==> config.mk <==
export PLATFORM = sky130hd
export DESIGN_NAME = sprite_print_engine
export DESIGN_NICKNAME = d
export VERILOG_FILES = /design/src/rtl/sprite_print_engine.sv
export SDC_FILE = /design/constraint.sdc
export NUM_CORES = 1
export LEC_CHECK = 0
export BUFFER_PORTS_ARGS = -buffer_cell sky130_fd_sc_hd__buf_2
export CAP_MARGIN = 20
export CORE_UTILIZATION = 50
export CTS_CLUSTER_DIAMETER = 30
export CTS_CLUSTER_SIZE = 16
export DETAILED_ROUTE_END_ITERATION = 12
export PLACE_DENSITY = 0.75
export RECOVER_POWER = 50
export SLEW_MARGIN = 20
export SYNTH_ARGS = -nofsm -noshare
export SYNTH_HDL_FRONTEND = slang
export SYNTH_SLANG_ARGS = --single-unit
==> constraint.sdc <==
create_clock -name clk -period 6.05 [get_ports clk]
set_input_delay 0.3025 -clock clk [delete_from_list [all_inputs] [get_ports clk]]
set_output_delay 0.3025 -clock clk [all_outputs]
set_load 0.02 [all_outputs]
==> src/rtl/sprite_print_engine.sv <==
// rtl/sprite_print_engine.sv - per-pixel sprite/background lookup and memory address issue engine
module sprite_print_engine #(
  parameter int          SIZE_X    = 10,
  parameter int          SIZE_Y    = 9,
  parameter int          SIZE_ADDR = 17,
  parameter int          SPRITE_W  = 20,
  parameter int          SCREEN_W  = 480,
  parameter int          SCREEN_H  = 320,
  parameter int          BG_ADDR   = 115200,
  parameter logic [31:0] BG_CODE   = 32'h00000001,
  parameter int          TIMEOUT   = 15
) (
  input  logic                     clk,
  input  logic                     reset,
  input  logic                     active_area,
  input  logic [SIZE_X-1:0]        pixel_x,
  input  logic [SIZE_Y-1:0]        pixel_y,
  input  logic                     data_valid,
  input  logic [31:0]              data_reg,
  output logic                     check_valid,
  output logic [SIZE_X+SIZE_Y-1:0] check_value,
  output logic                     mem_req,
  output logic [SIZE_ADDR-1:0]     memory_address,
  output logic                     sprite_on,
  output logic [31:0]              sprite_datas,
  output logic                     printing_screen,
  output logic                     err_timeout
);

  localparam logic [SIZE_X-1:0]    SCR_W_X  = SIZE_X'(SCREEN_W);
  localparam logic [SIZE_Y-1:0]    SCR_H_Y  = SIZE_Y'(SCREEN_H);
  localparam logic [SIZE_ADDR-1:0] BG_A     = SIZE_ADDR'(BG_ADDR);
  localparam logic [15:0]          SCR_W_16 = 16'(SCREEN_W);
  localparam logic [15:0]          SPR_W_16 = 16'(SPRITE_W);
  localparam logic [7:0]           TO_LAST  = 8'(TIMEOUT - 1);

  typedef enum logic [2:0] {
    IDLE   = 3'd0,
    QUERY  = 3'd1,
    WAIT   = 3'd2,
    BG     = 3'd3,
    SPRITE = 3'd4
  } state_t;

  state_t                state;
  logic                  ready;       // blocks a query on the first edge after reset release
  logic [7:0]            wait_cnt;
  logic [7:0]            offset;      // offset of the address currently on memory_address
  logic [SIZE_X-1:0]     cap_x;       // x captured at query, drives line clipping
  logic [15:0]           remaining;
  logic [15:0]           sprite_len;
  logic                  last_issue;
  logic [SIZE_ADDR-1:0]  next_addr;

  // Clipped line length: pixels left to the right screen edge, capped at the sprite width
  always_comb begin
    remaining  = '0;
    sprite_len = '0;
    if (16'(cap_x) < SCR_W_16) begin
      remaining  = SCR_W_16 - 16'(cap_x);
      sprite_len = (remaining < SPR_W_16) ? remaining : SPR_W_16;
    end
    last_issue = (16'(offset) + 16'd1) >= sprite_len;
    next_addr  = sprite_datas[SIZE_ADDR-1:0] + SIZE_ADDR'(offset + 8'd1);
  end

  // Registered on-screen flag for the current pixel
  always_ff @(posedge clk or negedge reset) begin
    if (!reset) begin
      printing_screen <= 1'b0;
    end else begin
      printing_screen <= active_area && (pixel_x < SCR_W_X) && (pixel_y < SCR_H_Y);
    end
  end

  // Query / wait / issue state machine with registered outputs
  always_ff @(posedge clk or negedge reset) begin
    if (!reset) begin
      state          <= IDLE;
      ready          <= 1'b0;
      wait_cnt       <= '0;
      offset         <= '0;
      cap_x          <= '0;
      check_valid    <= 1'b0;
      check_value    <= '0;
      mem_req        <= 1'b0;
      memory_address <= '0;
      sprite_on      <= 1'b0;
      sprite_datas   <= '0;
      err_timeout    <= 1'b0;
    end else begin
      ready <= 1'b1;
      case (state)
        IDLE: begin
          check_valid    <= 1'b0;
          mem_req        <= 1'b0;
          memory_address <= '0;
          sprite_on      <= 1'b0;
          if (ready && active_area) begin
            state       <= QUERY;
            check_valid <= 1'b1;
            check_value <= {pixel_x, pixel_y};
            cap_x       <= pixel_x;
          end
        end
        QUERY: begin
          check_valid <= 1'b0;
          check_value <= '0;
          wait_cnt    <= '0;
          state       <= active_area ? WAIT : IDLE;
        end
        WAIT: begin
          if (!active_area) begin
            state <= IDLE;
          end else if (data_valid) begin
            if ((data_reg == BG_CODE) || !data_reg[31]) begin
              state          <= BG;
              mem_req        <= 1'b1;
              memory_address <= BG_A;
            end else begin
              sprite_datas <= data_reg;
              offset       <= '0;
              if (sprite_len != '0) begin
                state          <= SPRITE;
                mem_req        <= 1'b1;
                sprite_on      <= 1'b1;
                memory_address <= data_reg[SIZE_ADDR-1:0];
              end else begin
                // x already past the right edge: nothing to draw on this line
                state <= IDLE;
              end
            end
          end else if (wait_cnt == TO_LAST) begin
            state          <= BG;
            mem_req        <= 1'b1;
            memory_address <= BG_A;
            err_timeout    <= 1'b1;
          end else begin
            wait_cnt <= wait_cnt + 8'd1;
          end
        end
        BG: begin
          state          <= IDLE;
          mem_req        <= 1'b0;
          memory_address <= '0;
        end
        SPRITE: begin
          if (!active_area || last_issue) begin
            state          <= IDLE;
            mem_req        <= 1'b0;
            sprite_on      <= 1'b0;
            memory_address <= '0;
          end else begin
            offset         <= offset + 8'd1;
            memory_address <= next_addr;
          end
        end
        default: begin
          state          <= IDLE;
          check_valid    <= 1'b0;
          mem_req        <= 1'b0;
          memory_address <= '0;
          sprite_on      <= 1'b0;
        end
      endcase
    end
  end

endmodule

==> results of run 1 <==
-- registers in the layout, indices dropped and copies added, names as in the netlist --
signal           count
cap_x               10
check_valid          1
printing_screen      1
memory_address      17
err_timeout          1
offset               8
mem_req              1
wait_cnt             8
sprite_on            1
check_value         19
ready                1
sprite_datas        32
state                3
-- report_power, final --
part | switching, W | internal (W)
combinational | 0.000550 | 0.000311
sequential | 0.000174 | 0.000858
clock | 0.000233 | 0.000227
-- critical path, cell delays in order (launching register included) --
cell      delay (ns)
dfrtp_1         0.45
inv_1           0.13
ha_1            0.26
nor4b_4         0.30
a31oi_1         0.13
or4b_4          0.55
or3_1           0.38
o21ai_0         0.19
ha_1            0.17
a211o_1         0.13
a31oi_1         0.04
o211ai_1        0.59
nand2_1         0.60
a32o_1          0.39
mux2_2          0.26
-- routing by layer --
| metal | global-route usage, % | part of all wire [%] | vias up |
|---|---|---|---|
| met1 | 32.9 | 44 | 2307 |
| met2 | 40.6 | 50 | 125 |
| met4 | 9.98 | 1.7 | 0 |
| met3 | 3.59 | 3.8 | 19 |
| li1 | - | - | 2301 |
| met5 | 0 | 0 | - |
-- cells by family after synthesis --
kind of cell    Yosys count  synth area share [%]
mux                      19                  4.18
fa+ha+maj                22                  5.17
compound gates          119                  14.9
other cells               1                0.0685
flops                   103                  47.1
xor+xnor                 20                  3.20
simple gates            270                  22.7
buf+inv                  36                  2.65
-- layout make-up --
cell class / count / area share, %
Clock buffer: 9 / 1.95
Timing Repair Buffer: 133 / 9.25
Clock inverter: 5 / 1.18
Tap cell: 136 / 2.68
Multi-Input combinational cell: 455 / 43.7
Sequential cell: 103 / 40.6
Inverter: 11 / 0.650
-- stage by stage --
stage,area (um2),cells,hold slack [ns],total power (W),util (%)
after floorplan,5490,594,0.00691,0.00162,-
final,6360,852,0.0882,0.00235,60.8
after detailed placement,6240,837,0.319,0.00193,59.7
after CTS,6450,852,0.0877,0.00239,61.6
after global routing,6360,852,0.0874,0.00250,60.8
after global placement,6230,836,0.312,0.00189,59.5
-- worst min-delay path by stage --
| stage | start | endpoint | cells past startpoint |
|---|---|---|---|
| final | pixel_x[9] | printing_screen | 2 |
| after floorplan | reset | cap_x[0] | 0 |
| after CTS | pixel_x[9] | printing_screen | 2 |
| after detailed placement | reset | memory_address[3] | 1 |
| after global routing | pixel_x[9] | printing_screen | 2 |
| after global placement | reset | memory_address[3] | 1 |
-- cell usage in the layout, fill, tap and decap left out, drive strengths merged, types with 11 or more instances in the layout --
cell / count
xor2: 14
ha: 21
a21oi: 26
inv: 11
nand2: 168
mux2: 13
clkbuf: 85
dfrtp: 103
nor2: 20
buf: 56
nand3: 21
o21ai: 30
-- repair_timing --
item | CTS | global route
endpoints found under the setup margin | 0 | 0
endpoints found under the hold margin | 40 | 0
hold buffers | 1 | 0
resized for setup | 0 | 0
==> reports/results.ini, run 1 <==
[timing]
fmax_ghz = 0.213
max_slew_margin_pct = -49.2
setup_slack_ns = 1.36
min_period_over_period_pct = 77.6
grt_setup_unrepaired = false
worstMarginPinSlew_ns = 2.24
finalCriticalPeriod_ns = 4.69
finalSetupTns_ns = 0
fin_worst_skew_ns = 0.00843
final-max-slew-violation-count = 106
finalSetupViolCount = 0
hold_viol_final = 0

[worst_setup_path]
crit_path_end = memory_address[2]
cp.arrival_ns = 4.96
r2r_setup_slack_ns = 1.36
r2r-start = cap_x[1]
startpoint = cap_x[1]
worst-r2r-cell-count = 14
end_kind = register
rr_endpoint = memory_address[2]
path_class = reg2reg
worstPathRequired_ns = 6.31
crit_fanout = 17
start_kind = register

[final_layout]
antenna_cells = 0
multi_input_area_um2 = 2780
finalNetCount = 790
fillers = 974
area_growth_pct = 16.1
layout-drive-gt1-share_pct = 13.3
seqCellArea_um2 = 2580

[yosys]
yosys_warnings = 0
async_flop_share_pct = 100
syn_avg_cell_area_um2 = 9.28
synth_area_leader_cell = dfrtp_1
synth_edf_count = 0
synth_top_area_share_pct = 47.1
syn_inst = 590
synth.cell_area_um2 = 5470
synth.distinct_cells = 65
synth_ff_type = dfrtp_1
yosysMostFrequentCell = nand2_1
ys_seq_area_share_pct = 47.1
synth_common_cells = 168 x nand2_1, 103 x dfrtp_1, 30 x o21ai_0, 25 x a21oi_1
synth_area_leaders = dfrtp_1 47%, nand2_1 12%, ha_1 4.8%, o21ai_0 2.7%, a21oi_1 2.3%
ys_ff_latch = 103

[routing]
drtAntennaViolNets = 0
via_per_inst = 5.58
wl_um = 13500
drtPass1Iterations = 5
route.detailed.drc = 0
num_vias = 4752
drtIter0Drc = 305
wl_per_cell_um = 15.8

[power]
p_per_area_nw_per_um2 = 370
irDropWorstVdd_mv = 0.181
power.leakage_nw = 3.16

[cts]
cts_htree_levels = 3
clock_tree.buffer_depth = 2
cts_num_sinks = 103
cts_tree = built
insertion_delay_ns = 0.37
post_cts_buffers = 0
cts_made_buffers = 9
path_clk_slew_ns = 0.09
cts_root_buf = clkbuf_8

[placement]
gp_congestion = 0.941
dpl.hpwl_um = 9620
numPortBuffers = 127
place_ws_ns = 1.44

[status]
failed_checks = max-capacitance violations, max-slew violations
status = complete, but fails checks

[global_routing]
grt_pass1_vias = 4584
antenna_found_initial = 0
track_usage_pct = 24.7
grt_overflow = 0
grt_start_max_net_pins = 64
grt_pass1_wl_um = 22200

[flow_run]
maxCapViolCount = 2

[die]
die_y_um = 107
start_util_pct = 52.3
ios = 128
core_area_um2 = 10500
die_w_um = 107
die_area_um2 = 11400
num_rows = 37

[min_path]
hp-class = in2reg

(Power assumes the default switching activity.)
==> run 2, diff against run 1 <==
--- a/config.mk
+++ b/config.mk
@@ -5,13 +5,14 @@
 export SDC_FILE = /design/constraint.sdc
 export NUM_CORES = 1
 export LEC_CHECK = 0
+export ABC_AREA = 1
 export BUFFER_PORTS_ARGS = -buffer_cell sky130_fd_sc_hd__buf_2
 export CAP_MARGIN = 20
-export CORE_UTILIZATION = 50
+export CORE_UTILIZATION = 49
 export CTS_CLUSTER_DIAMETER = 30
 export CTS_CLUSTER_SIZE = 16
 export DETAILED_ROUTE_END_ITERATION = 12
-export PLACE_DENSITY = 0.75
+export PLACE_DENSITY = 0.76
 export RECOVER_POWER = 50
 export SLEW_MARGIN = 20
 export SYNTH_ARGS = -nofsm -noshare
==> constraint.sdc (replaced) <==
create_clock -name clk -period 3.81 [get_ports clk]
set_input_delay 0.1905 -clock clk [delete_from_list [all_inputs] [get_ports clk]]
set_output_delay 0.1905 -clock clk [all_outputs]
set_load 0.02 [all_outputs]
==> run 2 against run 1 <==
  * The flow now finishes without violations
  * Register-to-register slack worse by 0.97 ns
  * Final cell count rose by 14%
  * Hold slack worse by 0.061 ns
  * Wire length up 1.5%
  * Non-clock buffer count up 1
==> reports/results.ini, run 2 <==
[status]
status = finished, final reports clean

[final_layout]
antenna_cells = 0
final_cell_mix = 200 x nand2_1, 103 x dfrtp_1, 64 x clkbuf_1, 64 x buf_2, 63 x inv_1
finalNetCount = 901
area_growth_pct = 18.0
layout_commonest_cell = nand2_1
layout-drive-gt1-share_pct = 16.6
stdcell_count = 969
regMostFlops = sprite_datas
reg.largest.list = sprite_datas (32), check_value (19), memory_address (17)
largest_reg_flops = 32

[power]
irDropWorstVdd_mv = 0.392
combPwrFrac_pct = 47.6
clockPowerShare_pct = 18.1
p_total_w = 0.00529
seqPwrFrac_pct = 34.3
power.leakage_nw = 3.43
p_int_w = 0.00283
p_sw_share_pct = 46.6
power.switching_w = 0.00246
p_per_area_nw_per_um2 = 802

[routing]
drtAntennaViolNets = 0
wl_um = 13700
wl_met1_um = 5930
top_layer = met4
via_per_inst = 5.32
route.detailed.drc = 0
wl_met3_um = 804
wl_per_cell_um = 14.1
drtPass1Iterations = 5
drtIter0Drc = 316
met2_length_um = 6560
num_vias = 5151

[worst_setup_path]
path_class = reg2reg
crit_fanout = 16
start_kind = register
startpoint = cap_x[0]
rr_endpoint = offset[6]
worst-r2r-cell-count = 19
worstPathRequired_ns = 4.07
end_kind = register
crit_path_end = offset[6]
r2r_setup_slack_ns = 0.39
r2r-start = cap_x[0]
cp.arrival_ns = 3.68

[cts]
clock_tree.buffer_depth = 2
cts_tree = built
path_clk_slew_ns = 0.07
ctsResizeCount = 0
post_cts_buffers = 0
insertion_delay_ns = 0.36
cts_htree_levels = 3
cts_made_buffers = 9
cts_num_sinks = 103
cts_root_buf = clkbuf_16

[yosys]
synth_common_cells = 200 x nand2_1, 103 x dfrtp_1, 63 x inv_1, 51 x o21ai_0, 49 x nand3_1
synth.distinct_cells = 43
synth_area_leader_cell = dfrtp_1
yosys_warnings = 0
syn_avg_cell_area_um2 = 8.05
synth.cell_area_um2 = 5590
synth_edf_count = 0
syn_inst = 694
synth_area_leaders = dfrtp_1 46%, nand2_1 13%, ha_1 4.7%, o21ai_0 4.6%, nand3_1 4.4%
async_flop_share_pct = 100
ys_seq_area_share_pct = 46.1
ys_ff_latch = 103
synth_ff_type = dfrtp_1
synth_top_area_share_pct = 46.1
yosysMostFrequentCell = nand2_1

[flow_run]
maxCapViolCount = 0

[global_routing]
antenna_found_initial = 0
grt_overflow = 0
track_usage_pct = 24.8
grt_pass1_vias = 5010
grt_start_max_net_pins = 79
grt_pass1_wl_um = 22700

[timing]
hold_viol_final = 0
grt_setup_unrepaired = false
finalSetupViolCount = 0
fin_worst_skew_ns = 0.0133
final-max-slew-violation-count = 0
worstMarginPinSlew_ns = 1.38
finalCriticalPeriod_ns = 3.42
max_slew_margin_pct = 8.18
fmax_ghz = 0.292
finalSetupTns_ns = 0
min_period_over_period_pct = 89.7

[placement]
dpl.hpwl_um = 9930
numPortBuffers = 127
gp_congestion = 0.923
place_inst = 951

[die]
die_w_um = 109
start_util_pct = 50.9
ios = 128
die_y_um = 109
num_rows = 38
die_area_um2 = 11800
core_area_um2 = 11000

[min_path]
hp-class = in2reg

==> run 2: worst min-delay path by stage <==
| stage | cells after the start | slack [ns] | to | startpoint |
|---|---|---|---|---|
| finish | 3 | 0.03 | sprite_datas[20] | data_reg[20] |
| global route | 3 | 0.02 | sprite_datas[20] | data_reg[20] |
| CTS | 3 | 0.02 | sprite_datas[20] | data_reg[20] |
| detailed placement | 3 | 0.39 | sprite_datas[20] | data_reg[20] |
| global placement | 3 | 0.38 | sprite_datas[27] | data_reg[27] |
| floorplan | 0 | -0.11 | cap_x[0] | reset |
==> run 2: routing by layer <==
metal,GRT usage (%),vias up
met5,0,-
met4,12.8,0
met3,4.54,32
met2,41.4,167
met1,30.6,2440
li1,-,2512
==> run 2: power by group through the flow <==
stage,combinational (W),clock [W],sequential [W]
2_1_floorplan,0.00155,0,0.00210
6_report,0.00252,0.000959,0.00181
3_3_place_gp,0.00247,0,0.00180
3_5_place_dp,0.00256,0,0.00182
5_1_grt,0.00284,0.00102,0.00186
4_1_cts,0.00258,0.000973,0.00180
==> run 2: worst max-delay path, stage by stage, from the launching register on <==
cell	delay, ns
dfrtp_1	0.39
inv_2	0.13
ha_1	0.22
inv_2	0.06
nor2_1	0.08
nand2_1	0.10
nand3_1	0.10
nand3_1	0.08
nor2_1	0.17
nand4_1	0.13
ha_1	0.32
a21oi_1	0.14
o21ai_0	0.08
nand2_1	0.06
nand2_1	0.07
a21oi_1	0.17
nand4_2	0.27
nand2_1	0.45
nand3_1	0.15
o21ai_0	0.13
==> run 2: cell families after synthesis <==
logic type | share of synthesized area [%]
other | 0.0671
buffers and inverters | 6.90
DFF | 46.1
and+or+nand+nor | 27.4
AOI/OAI and AO/OA | 12.1
adders and majority gates | 5.06
xor gates and xnor gates | 2.35
==> run 2: area by class of cell <==
cell class                      count  area (um2)
Inverter                           76         285
Clock buffer                       12         256
Clock inverter                      4        51.3
Timing Repair Buffer              134         609
Sequential cell                   103        2580
Tap cell                          140         175
Fill cell                        1000        4390
Multi-Input combinational cell    500        2640
==> run 2: metrics by stage <==
step                      instance area, um2  hold WS, ns  setup WS (ns)  util [%]
after detailed placement                6350        0.389          0.490      57.8
after floorplan                         5600       -0.105          0.902         -
final                                   6600       0.0272          0.391      60.0
after global placement                  6350        0.384          0.692      57.8
after CTS                               6660       0.0207          0.444      60.7
after global routing                    6600       0.0213         0.0191      60.0
==> run 2: timing repair <==
action                     4_1_cts  5_1_grt
hold endpoints to repair         0       24
setup endpoints to repair        0        0
hold buffers                     0        1
==> run 3, diff against run 2 <==
--- a/config.mk
+++ b/config.mk
@@ -8,6 +8,7 @@
 export ABC_AREA = 1
 export BUFFER_PORTS_ARGS = -buffer_cell sky130_fd_sc_hd__buf_2
 export CAP_MARGIN = 20
+export CORE_ASPECT_RATIO = 0.9
 export CORE_UTILIZATION = 49
 export CTS_CLUSTER_DIAMETER = 30
 export CTS_CLUSTER_SIZE = 16
==> run 3 against run 2 <==
  * The flow now finishes with violations (max-capacitance violations, max-slew violations)
  * Largest cell class unchanged
  * Clock-buffer cell count is 1 lower
  * Critical path depth stayed put
  * Global-route usage increased by 0.15 points
  * Via count is 1.4% lower
  * Die area is essentially flat
  * Sequential power about the same
  * Register-to-register slack gained 0.30 ns
  * Combinational power about the same
  * Total power up 0.50%
  * Final area is 0.34% higher
  * Sequential share of layout area down 0.13 points
  * Highest routed layer unchanged
  * Largest power group unchanged
==> reports/results.ini, run 3 (same netlist as run 2, synthesis figures left out) <==
[min_path]
worstHoldEndpoint = sprite_datas[26]
hold_depth = 3
hp-class = in2reg
worstHoldStart = data_reg[26]

[worst_setup_path]
r2r_setup_slack_ns = 0.69
crit_fanout = 16
rr_endpoint = offset[4]
path_class = reg2reg
start_kind = register
worst-r2r-cell-count = 19
cp.arrival_ns = 3.36
r2r-start = cap_x[0]
worstPathRequired_ns = 4.06
end_kind = register

[routing]
route.detailed.drc = 0
drtAntennaViolNets = 0
num_vias = 5080
drtPass1Iterations = 5
wl_um = 13800
wl_per_cell_um = 14.1
drtIter0Drc = 344
via_per_inst = 5.17

[die]
die_area_um2 = 11800
num_rows = 36
ios = 128
die_y_um = 103
start_util_pct = 51.1
core_area_um2 = 10900
die_w_um = 115

[cts]
path_clk_slew_ns = 0.07
cts_tree = built
clock_tree.buffer_depth = 2
ctsResizeCount = 0
cts_made_buffers = 9
cts_root_buf = clkbuf_16
cts_num_sinks = 103
cts_htree_levels = 3
insertion_delay_ns = 0.35

[timing]
min_period_over_period_pct = 81.8
finalSetupViolCount = 0
fin_worst_skew_ns = 0.00918
final-max-slew-violation-count = 79
setup_slack_ns = 0.692
finalCriticalPeriod_ns = 3.12
finalSetupTns_ns = 0
hold_viol_final = 0
grt_setup_unrepaired = false
worstMarginPinSlew_ns = 1.94
fmax_ghz = 0.321
max_slew_margin_pct = -29.6

[placement]
gp_congestion = 0.879
numPortBuffers = 127
dpl.hpwl_um = 10100
place_ws_ns = 0.759

[final_layout]
area_growth_pct = 18.4
largest_reg_flops = 32
layout-drive-gt1-share_pct = 16.9
utilization_pct = 60.5
reg.largest.list = sprite_datas (32), check_value (19), memory_address (17)
regMostFlops = sprite_datas
finalNetCount = 902
layout_commonest_cell = nand2_1
final_cell_mix = 200 x nand2_1, 103 x dfrtp_1, 65 x buf_2, 63 x inv_1, 63 x clkbuf_1
antenna_cells = 0

[global_routing]
grt_pass1_vias = 4979
grt_overflow = 0
track_usage_pct = 24.9
grt_pass1_wl_um = 23100
antenna_found_initial = 0
grt_start_max_net_pins = 79

[power]
power.leakage_nw = 3.44
irDropWorstVdd_mv = 0.445
p_total_w = 0.00532
p_per_area_nw_per_um2 = 803

[status]
status = complete, but fails checks
failed_checks = max-capacitance violations, max-slew violations

[flow_run]
maxCapViolCount = 1

-- run 3: changes by cell type in the layout (fill, tap and decap cells not counted) --
cell / change
inv_6: +1
clkbuf_1: -1
clkinvlp_4: -1
buf_2: +1
inv_8: +1
buf_4: +1
clkbuf_8: -1
-- run 3: routing by layer --
layer | up-vias | GRT usage (%) | wire length [um]
met3 | 28 | 6.06 | 842
met5 | - | 0 | 0
li1 | 2506 | - | -
met2 | 168 | 41.5 | 6370
met1 | 2378 | 32.5 | 6350
met4 | 0 | 7.79 | 264
-- run 3: how the worst max path moves through the flow --
stage / start / cells after the start / end / slack (ns)
after floorplan: cap_x[0] / 20 / offset[5] / 0.90
after global placement: cap_x[0] / 19 / offset[2] / 0.92
after detailed placement: cap_x[0] / 19 / offset[7] / 0.76
after CTS: cap_x[0] / 19 / offset[4] / 0.73
after global routing: cap_x[0] / 19 / offset[2] / 0.32
final: cap_x[0] / 19 / offset[4] / 0.69
-- run 3: through the flow --
| stage | cell area [um2] | hold slack (ns) | std cells |
|---|---|---|---|
| floorplan | 5600 | -0.105 | 698 |
| global placement | 6380 | 0.384 | 965 |
| detailed placement | 6380 | 0.393 | 965 |
| CTS | 6690 | 0.0216 | 981 |
| global route | 6620 | 0.0355 | 982 |
| finish | 6620 | 0.0311 | 982 |
-- run 3: worst max-delay path, stage by stage (launching register included) --
cell and delay (ns):
dfrtp_1 0.40, inv_2 0.13, ha_1 0.21, inv_2 0.05, nor2_1 0.08, nand2_1 0.10, nand3_1 0.11, nand3_1 0.08
nor2_1 0.17, nand4_1 0.13, ha_1 0.32, a21oi_1 0.15, o21ai_0 0.08, nand2_1 0.06, nand2_1 0.07, a21oi_1 0.16
nand4_2 0.11, nand2_1 0.35, nand3_1 0.11, o21ai_0 0.13
-- run 3: report_power, final --
group	switching, W	internal [W]
clock	0.000422	0.000536
combinational	0.00175	0.000792
sequential	0.000335	0.00148
-- run 3: layout make-up --
class                   instances  area (um2)
clock buffers                  11         243
clock inverters                 5        63.8
fillers                      1016        4330
inverters                      76         285
multi-input cells             500        2640
flip-flops and latches        103        2580
well taps                     152         190
repair buffers                135         618
-- run 3: what timing repair did --
action	CTS	global route
setup endpoints to repair	0	0
hold buffers	0	1
endpoints found under the hold margin	0	77
setup buffers	0	0
